**config.mk**
```make
export PLATFORM = sky130hd
export DESIGN_NAME = seg_readback
export DESIGN_NICKNAME = d
export VERILOG_FILES = /design/src/rtl/seg_readback.sv
export SDC_FILE = /design/constraint.sdc
export NUM_CORES = 1
export LEC_CHECK = 0
export CAP_MARGIN = 10
export CORE_MARGIN = 2
export CORE_UTILIZATION = 43
export DETAILED_ROUTE_END_ITERATION = 6
export PLACE_DENSITY_LB_ADDON = 0.1
export SYNTH_ARGS = -nofsm -noshare
export SYNTH_HDL_FRONTEND = slang
export SYNTH_SLANG_ARGS = --single-unit
export TNS_END_PERCENT = 10
```
**constraint.sdc**
```tcl
create_clock -name clk -period 3.4 [get_ports clk]
set_clock_uncertainty 0.15 [all_clocks]
set_input_delay 0.51 -clock clk [delete_from_list [all_inputs] [get_ports clk]]
set_output_delay 0.51 -clock clk [all_outputs]
set_load 0.05 [all_outputs]
```
**src/rtl/seg_readback.sv**
```systemverilog
// Recovers BCD digits from a multiplexed 7-segment bus by debouncing word/select and matching codes.
// Optional SEG_DP_IGNORE_EN: mask the decimal point (bit 7) before matching and candidate compare.
module seg_readback #(
  parameter int DIGITS        = 4,
  parameter int STABLE_CYCLES = 3
) (
  input  logic                  clk,
  input  logic                  rst,
  input  logic [7:0]            word_in,
  input  logic [DIGITS-1:0]     sel,
  input  logic                  valid,
  input  logic                  err_clr,
  output logic [4*DIGITS-1:0]   digits_out,
  output logic                  frame_done,
  output logic                  err,
  output logic [2:0]            err_pos
);

  localparam logic [1:0] S_IDLE   = 2'd0;
  localparam logic [1:0] S_SETTLE = 2'd1;
  localparam logic [1:0] S_COMMIT = 2'd2;

  // Shared segment codes n0..n9 (active-high, bit 0 = segment a, bit 7 = dp)
  localparam logic [7:0] N0 = 8'h3F;
  localparam logic [7:0] N1 = 8'h06;
  localparam logic [7:0] N2 = 8'h5B;
  localparam logic [7:0] N3 = 8'h4F;
  localparam logic [7:0] N4 = 8'h66;
  localparam logic [7:0] N5 = 8'h6D;
  localparam logic [7:0] N6 = 8'h7D;
  localparam logic [7:0] N7 = 8'h07;
  localparam logic [7:0] N8 = 8'h7F;
  localparam logic [7:0] N9 = 8'h6F;
  localparam logic [9:0][7:0] SEG_CODES = {N9, N8, N7, N6, N5, N4, N3, N2, N1, N0};

`ifdef SEG_DP_IGNORE_EN
  localparam logic [7:0] DP_MASK = 8'h7F;
`else
  localparam logic [7:0] DP_MASK = 8'hFF;
`endif

  localparam logic [7:0] STABLE_W = 8'(STABLE_CYCLES);

  logic [1:0]                r_state;
  logic [7:0]                r_cnt;
  logic [7:0]                r_cand_word;
  logic [DIGITS-1:0]         r_cand_sel;
  logic [DIGITS-1:0]         r_seen;
  logic [DIGITS-1:0][3:0]    r_digits;
  logic                      r_pend;
  logic                      r_frame_done;
  logic                      r_err;
  logic [2:0]                r_err_pos;

  logic                      w_legal;
  logic                      w_same;
  logic [2:0]                w_idx;
  logic                      w_hit;
  logic [3:0]                w_digit;
  logic [DIGITS-1:0]         w_seen_nx;

  assign w_legal   = valid && $onehot(sel);
  assign w_same    = ((word_in & DP_MASK) == (r_cand_word & DP_MASK)) && (sel == r_cand_sel);
  assign w_seen_nx = r_seen | r_cand_sel;

  always_comb begin
    w_idx = 3'd0;
    for (int i = 0; i < DIGITS; i++)
      if (r_cand_sel[i]) w_idx = 3'(i);
  end

  always_comb begin
    w_hit   = 1'b0;
    w_digit = 4'hF;
    for (int k = 0; k < 10; k++)
      if ((r_cand_word & DP_MASK) == (SEG_CODES[k] & DP_MASK)) begin
        w_hit   = 1'b1;
        w_digit = 4'(k);
      end
  end

  always_ff @(posedge clk or posedge rst) begin
    if (rst) begin
      r_state      <= S_IDLE;
      r_cnt        <= 8'd0;
      r_cand_word  <= 8'd0;
      r_cand_sel   <= '0;
      r_seen       <= '0;
      r_digits     <= '1;
      r_pend       <= 1'b0;
      r_frame_done <= 1'b0;
    end else begin
      r_frame_done <= r_pend;
      r_pend       <= 1'b0;
      case (r_state)
        S_IDLE: begin
          if (w_legal) begin
            r_cand_word <= word_in;
            r_cand_sel  <= sel;
            r_cnt       <= 8'd1;
            r_state     <= S_SETTLE;
          end
        end
        S_SETTLE: begin
          if (!w_legal) begin
            r_cnt   <= 8'd0;
            r_state <= S_IDLE;
          end else if (w_same) begin
            // cnt stays below STABLE_CYCLES here, so the increment cannot wrap
            if (r_cnt + 8'd1 >= STABLE_W) begin
              r_cnt   <= STABLE_W;
              r_state <= S_COMMIT;
            end else begin
              r_cnt <= r_cnt + 8'd1;
            end
          end else begin
            r_cand_word <= word_in;
            r_cand_sel  <= sel;
            r_cnt       <= 8'd1;
          end
        end
        S_COMMIT: begin
          for (int i = 0; i < DIGITS; i++)
            if (r_cand_sel[i]) r_digits[i] <= w_digit;
          if (&w_seen_nx) begin
            r_seen <= '0;
            r_pend <= 1'b1;
          end else begin
            r_seen <= w_seen_nx;
          end
          r_cnt   <= 8'd0;
          r_state <= S_IDLE;
        end
        default: begin
          r_cnt   <= 8'd0;
          r_state <= S_IDLE;
        end
      endcase
    end
  end

  // A miss committed on the same edge as err_clr keeps the error set
  always_ff @(posedge clk or posedge rst) begin
    if (rst) begin
      r_err     <= 1'b0;
      r_err_pos <= 3'd0;
    end else if (r_state == S_COMMIT && !w_hit) begin
      r_err     <= 1'b1;
      r_err_pos <= w_idx;
    end else if (err_clr) begin
      r_err <= 1'b0;
    end
  end

  assign digits_out = r_digits;
  assign frame_done = r_frame_done;
  assign err        = r_err;
  assign err_pos    = r_err_pos;

endmodule

```
# After elaboration in Yosys (flattened, before gate mapping)

Index checks and enable logic that the tools add are counted.

Register bits: 48
Bits of input ports: 16

Add/subtract/negate cells: 4
Order comparisons: 1
Eq/ne operators: 20
Muxes and demuxes: 46
Bitwise logic cells: 1
Reductions and logical operators: 14

Operators with widths:

| operator                                                               | number |
|---|---|
| 8-bit by 7-bit equality test with 1-bit output (second input constant) | 7 |
| 4-bit 2-to-1 mux                                                       | 14 |
| 8-bit 2-to-1 mux                                                       | 7 |
| 8-bit one-hot mux with 2 select lines                                  | 2 |
| 8-bit by 3-bit equality test with 1-bit output (second input constant) | 2 |
| 1-bit 2-to-1 mux                                                       | 15 |
| 2-bit 2-to-1 mux                                                       | 6 |
| 8-bit by 1-bit adder with 8-bit output (second input constant)         | 1 |
| 8-bit by 6-bit equality test with 1-bit output (second input constant) | 1 |
| 8-bit equality test                                                    | 1 |
| 8-bit by 2-bit >= comparator with 1-bit output (second input constant) | 1 |
| 4-bit one-hot mux with 2 select lines                                  | 1 |
| 2-bit AND reduction                                                    | 4 |
| 4-bit AND reduction                                                    | 2 |
| 2-bit != test (second input constant)                                  | 3 |
| 3-bit != test (second input constant)                                  | 2 |
| 1-bit by 1-bit adder with 2-bit output                                 | 2 |
| 4-bit equality test                                                    | 1 |
| 4-bit OR                                                               | 1 |
| 2-bit one-hot mux with 2 select lines                                  | 1 |
| 2-bit nonzero test                                                     | 2 |
| 2-bit by 2-bit adder with 3-bit output                                 | 1 |
| 3-bit by 1-bit equality test with 1-bit output (second input constant) | 1 |
| 1-bit logical AND                                                      | 3 |
| 5 further kinds                                                        | 5 |

# Longest topological paths before layout

Depth in word-level cells: 14
Depth in mapped cells: 9
Depth with buffers taken out: 9

# Least setup slack after synthesis

OpenSTA, ideal clock, no wires.

Path type: in2reg
Start point: input sel[0]
End point: register r_cand_sel[0]
Library setup time: 125 ps
Arrival time: 2554 ps
Required time: 3125 ps
Setup slack: 571 ps
Cell stages on the path: 8
Buffers on the path: 1
Cell sequence: inv_1 fa_1 inv_1 ha_1 ha_1 nor4_1 clkbuf_1 mux2_2

Word-level cells in the longest chain between the ends: 6
Elaborated cells between the ends (all ways): 14

Ends and longest elaborated chain:

| element                                                      | RTL line | RTL |
|---|---|---|
| start: declaration                                           | 10       | `input logic [DIGITS-1:0] sel,` |
| 1-bit by 1-bit adder with 2-bit output (implied by the code) | 62       | `assign w_legal = valid && $onehot(sel);` |
| 2-bit by 2-bit adder with 3-bit output (implied by the code) | 62       |  |
| 3-bit by 1-bit equality test with 1-bit output               | 62       |  |
| 1-bit logical AND                                            | 62       |  |
| 2-bit != test (no source line)                               | -        |  |
| 4-bit AND reduction (no source line)                         | -        |  |
| end signal: assignment                                       | 99       | `r_cand_sel <= sel;` |
| end signal: assignment                                       | 118      | `r_cand_sel <= sel;` |
| end: declaration                                             | 47       | `logic [DIGITS-1:0] r_cand_sel;` |

Several ways; a longest one is shown, not always the timed one. The select of a mux whose other input is x is not followed.
A chain may end at the register's enable or synchronous reset.

# Worst setup path after layout

Start point: input sel[1]
End point: register r_cnt[0]

Word-level cells in the longest chain between the ends: 6
Elaborated cells between the ends (all ways): 10

Ends and longest elaborated chain:

| element                                                      | RTL line | RTL |
|---|---|---|
| 1-bit by 1-bit adder with 2-bit output (implied by the code) | 62       |  |
| 2-bit by 2-bit adder with 3-bit output (implied by the code) | 62       |  |
| 3-bit by 1-bit equality test with 1-bit output               | 62       |  |
| 1-bit logical AND                                            | 62       |  |
| 8-bit 2-to-1 mux                                             | 105      | `if (!w_legal) begin` |
| 8-bit one-hot mux with 2 select lines                        | 95       | `case (r_state)` |
| end signal: assignment                                       | 114      | `r_cnt <= r_cnt + 8'd1;` |
| end: declaration                                             | 45       | `logic [7:0] r_cnt;` |

Several ways; a longest one is shown, not always the timed one.

==> reports/metrics.yaml <==
drt:
  drt_iter0_markers: 82
  drt_pass1_iterations: 4
  vias_per_cell: 5.05
  ant_nets: 0
  drc: 0
  wl_per_cell_um: 13.2
  routed_wl_um: 4440
  num_vias: 1697
power:
  seqPwrFrac_pct: 48.5
  vdd_drop_max_mv: 0.309
  power.density_nw_per_um2: 571
  p_clk_share_pct: 28.5
  p_switching_w: 0.000508
  p_leak_nw: 1.18
  swShare_pct: 30.6
  p_int_w: 0.00115
  p_comb_share_pct: 23.0
worst_setup_path:
  reg2reg_depth: 5
  crit_chain: "clkdlybuf4s50_1, inv_1, fa_1, inv_1, ha_1, ha_1, nor3_1, nor3_1, a21oi_1, a41oi_1"
  timing.rr.start: "r_cand_word[4]"
  path_delay_family: "adder cells"
  crit_fanout: 10
  cp-endpoint: "r_cnt[0]"
  r2r_slack_ns: 1.16
  critPathBufInv: 3
  required_ns: 3.46
  reg2reg_to: "r_cand_word[1]"
  crit_path_max_incr_delay_ns: 0.64
  cp.depth: 10
  cp.arrival_ns: 3.18
  critPathSlowestCell: "nor3_1"
  crit_type: "input port to flip-flop"
  cp-start-kind: "input port"
  critPathCaptureType: "flip-flop"
  startpoint: "sel[1]"
logic_synthesis:
  ys_ff_latch: 47
  yosysMostFrequentCell: "dfrtp_1"
  synth_cells: 229
  syn_nets: 250
  yosys-top-cells-area: "dfrtp_1, dfstp_2, xnor2_1"
  synth_area_um2: 2380
  synth_edf_count: 0
  async_flop_share_pct: 100
  yosys.cell_types.count: 50
  synthFlopType: "dfrtp_1"
  yosys.area.top_type: "dfrtp_1"
  yosys-top-cells-count: "dfrtp_1, nand2_1, o21ai_0"
  yosys.area.top_type_share_pct: 32.6
  yosysSeqAreaShare_pct: 50.3
  yosys_warnings: 0
  syn_avg_cell_area_um2: 10.4
clock_tree:
  cts_sinks: 47
  cts_setup_buffers: 0
  clk_latency_ns: 0.29
  ctsResizeCount: 0
  cts_made_buffers: 5
  tritoncts: "done"
  root_buffer: "clkbuf_8"
  cts_hold_repair.buffers: 0
  clk_pin_slew_ns: 0.08
  h-tree-depth: 2
  clock_path_buffers: 2
placement:
  place_inst: 328
  dpl.hpwl_um: 3290
  port_buffers: 35
  place_congestion: 0.839
global_routing:
  track_usage_pct: 16.2
  gr-total-overflow: 0
  antenna_found_initial: 0
  grt_max_degree: 48
  grt_pass1_vias: 1624
  grt_pass1_wl_um: 7820
floorplanning:
  core_area_um2: 5440
  dieArea_um2: 6140
  ios: 37
  die_w_um: 78.4
  die_height_um: 78.4
  start_util_pct: 43.7
  std_cell_rows: 27
final_layout:
  drive_gt1_share_pct: 16.3
  nets: 284
  finalNonFillerCells: 336
  antenna_cells: 0
  syn2layout_area_growth_pct: 22.1
timing:
  slew_headroom_pct: 43.6
  rsz0062_at_grt: "false"
  worst_pin_slew_ns: 0.840
  fin_crit_sh_pct: 91.8
  layout_min_cycle_time_ns: 3.12
  setup_tns_ns: 0
  finalSetupViolCount: 0
  finalHoldViolations: 0
  finalMaxSlewViolations: 0
  fmax_mhz: 320
run_status:
  outcome: "complete, no violations"
run:
  drv_cap: 0
hold_path:
  hp-class: "flip-flop to flip-flop"
[how the worst min path moves through the flow]
stage / start / to / slack (ns) / cells past startpoint
2_1_floorplan: r_pend / frame_done / 0.18 / 0
3_3_place_gp: r_pend / frame_done / 0.18 / 0
3_5_place_dp: r_pend / frame_done / 0.18 / 0
4_1_cts: r_pend / frame_done / 0.20 / 0
5_1_grt: r_pend / frame_done / 0.23 / 0
6_report: r_pend / frame_done / 0.20 / 0
[power groups by stage]
| stage | logic, W | clock network (W) | registers [W] |
|---|---|---|---|
| finish | 0.000381 | 0.000473 | 0.000804 |
| global route | 0.000428 | 0.000516 | 0.000826 |
| CTS | 0.000384 | 0.000487 | 0.000801 |
| detailed placement | 0.000382 | 0 | 0.000811 |
| global placement | 0.000380 | 0 | 0.000809 |
| floorplan | 0.000437 | 0 | 0.000696 |
[worst reg2reg max path: cells and delay by family (launching register included)]
family | cells | cell delay [ns]
multiplexers | 1 | 0.30
XOR/XNOR | 1 | 0.18
flip-flops | 1 | 0.59
AND/OR/NAND/NOR | 3 | 0.92
[layout by cell type, fill, tap and decap left out, types with 4 or more instances in the layout]
| cell | n |
|---|---|
| inv_1 | 12 |
| buf_4 | 4 |
| nand3_1 | 4 |
| dfstp_2 | 16 |
| a21oi_1 | 7 |
| dfrtp_1 | 31 |
| nand2_1 | 30 |
| mux2_4 | 6 |
| clkbuf_8 | 5 |
| mux2_2 | 6 |
| xnor2_1 | 15 |
| clkdlybuf4s50_1 | 35 |
| o21ai_0 | 19 |
| ha_1 | 4 |
| and2_1 | 7 |
| nor2_1 | 11 |
| nor3_1 | 7 |
[layer usage]
metal / share of wire (%) / up-vias / global-route usage, %
met5: 0 / - / 0
met2: 44 / 43 / 24.7
met4: 0.52 / 0 / 4.74
li1: - / 854 / -
met1: 51 / 798 / 22.9
met3: 4.3 / 2 / 4.02
[state kept, by name, summed over array words and instances, names as in the netlist, 2 cells and up]
name / flops
digits_out: 16
err_pos: 2
r_cand_sel: 4
r_cand_word: 8
r_cnt: 8
r_seen: 4
r_state: 2
[area by class of cell]
type	instances	area [um2]
multi-input combinational	157	1060
clock inverter	2	60.1
timing repair buffer	39	380
tap	72	90.1
fill	502	2530
sequential	47	1200
clock buffer	6	72.6
inverter	13	48.8
[stage by stage]
| stage | area, um2 | setup WS (ns) | total power (W) | util, % | hold slack (ns) |
|---|---|---|---|---|---|
| 6_report | 2910 | 0.279 | 0.00166 | 53.4 | 0.202 |
| 5_1_grt | 2910 | 0.102 | 0.00177 | 53.4 | 0.232 |
| 4_1_cts | 2910 | 0.262 | 0.00167 | 53.4 | 0.204 |
| 3_5_place_dp | 2770 | -0.0463 | 0.00119 | 51.0 | 0.185 |
| 3_3_place_gp | 2770 | 0.0466 | 0.00119 | 51.0 | 0.182 |
| 2_1_floorplan | 2380 | 0.571 | 0.00113 | - | 0.181 |
[cells by family (layout without fill, tap and decap cells)]
| logic type | after synthesis | after routing | synth area share, % |
|---|---|---|---|
| AO/OA/AOI/OAI | 41 | 41 | 10.5 |
| XOR/XNOR | 15 | 15 | 5.52 |
| adder cells (fa/ha/maj) | 5 | 5 | 2.95 |
| buffers and inverters | 25 | 60 | 5.52 |
| flip-flops | 47 | 47 | 50.3 |
| multiplexers | 15 | 15 | 7.89 |
| other | 1 | 1 | 0.158 |
| AND/OR/NAND/NOR | 80 | 80 | 17.1 |
Power figures use the tool's default switching activity.
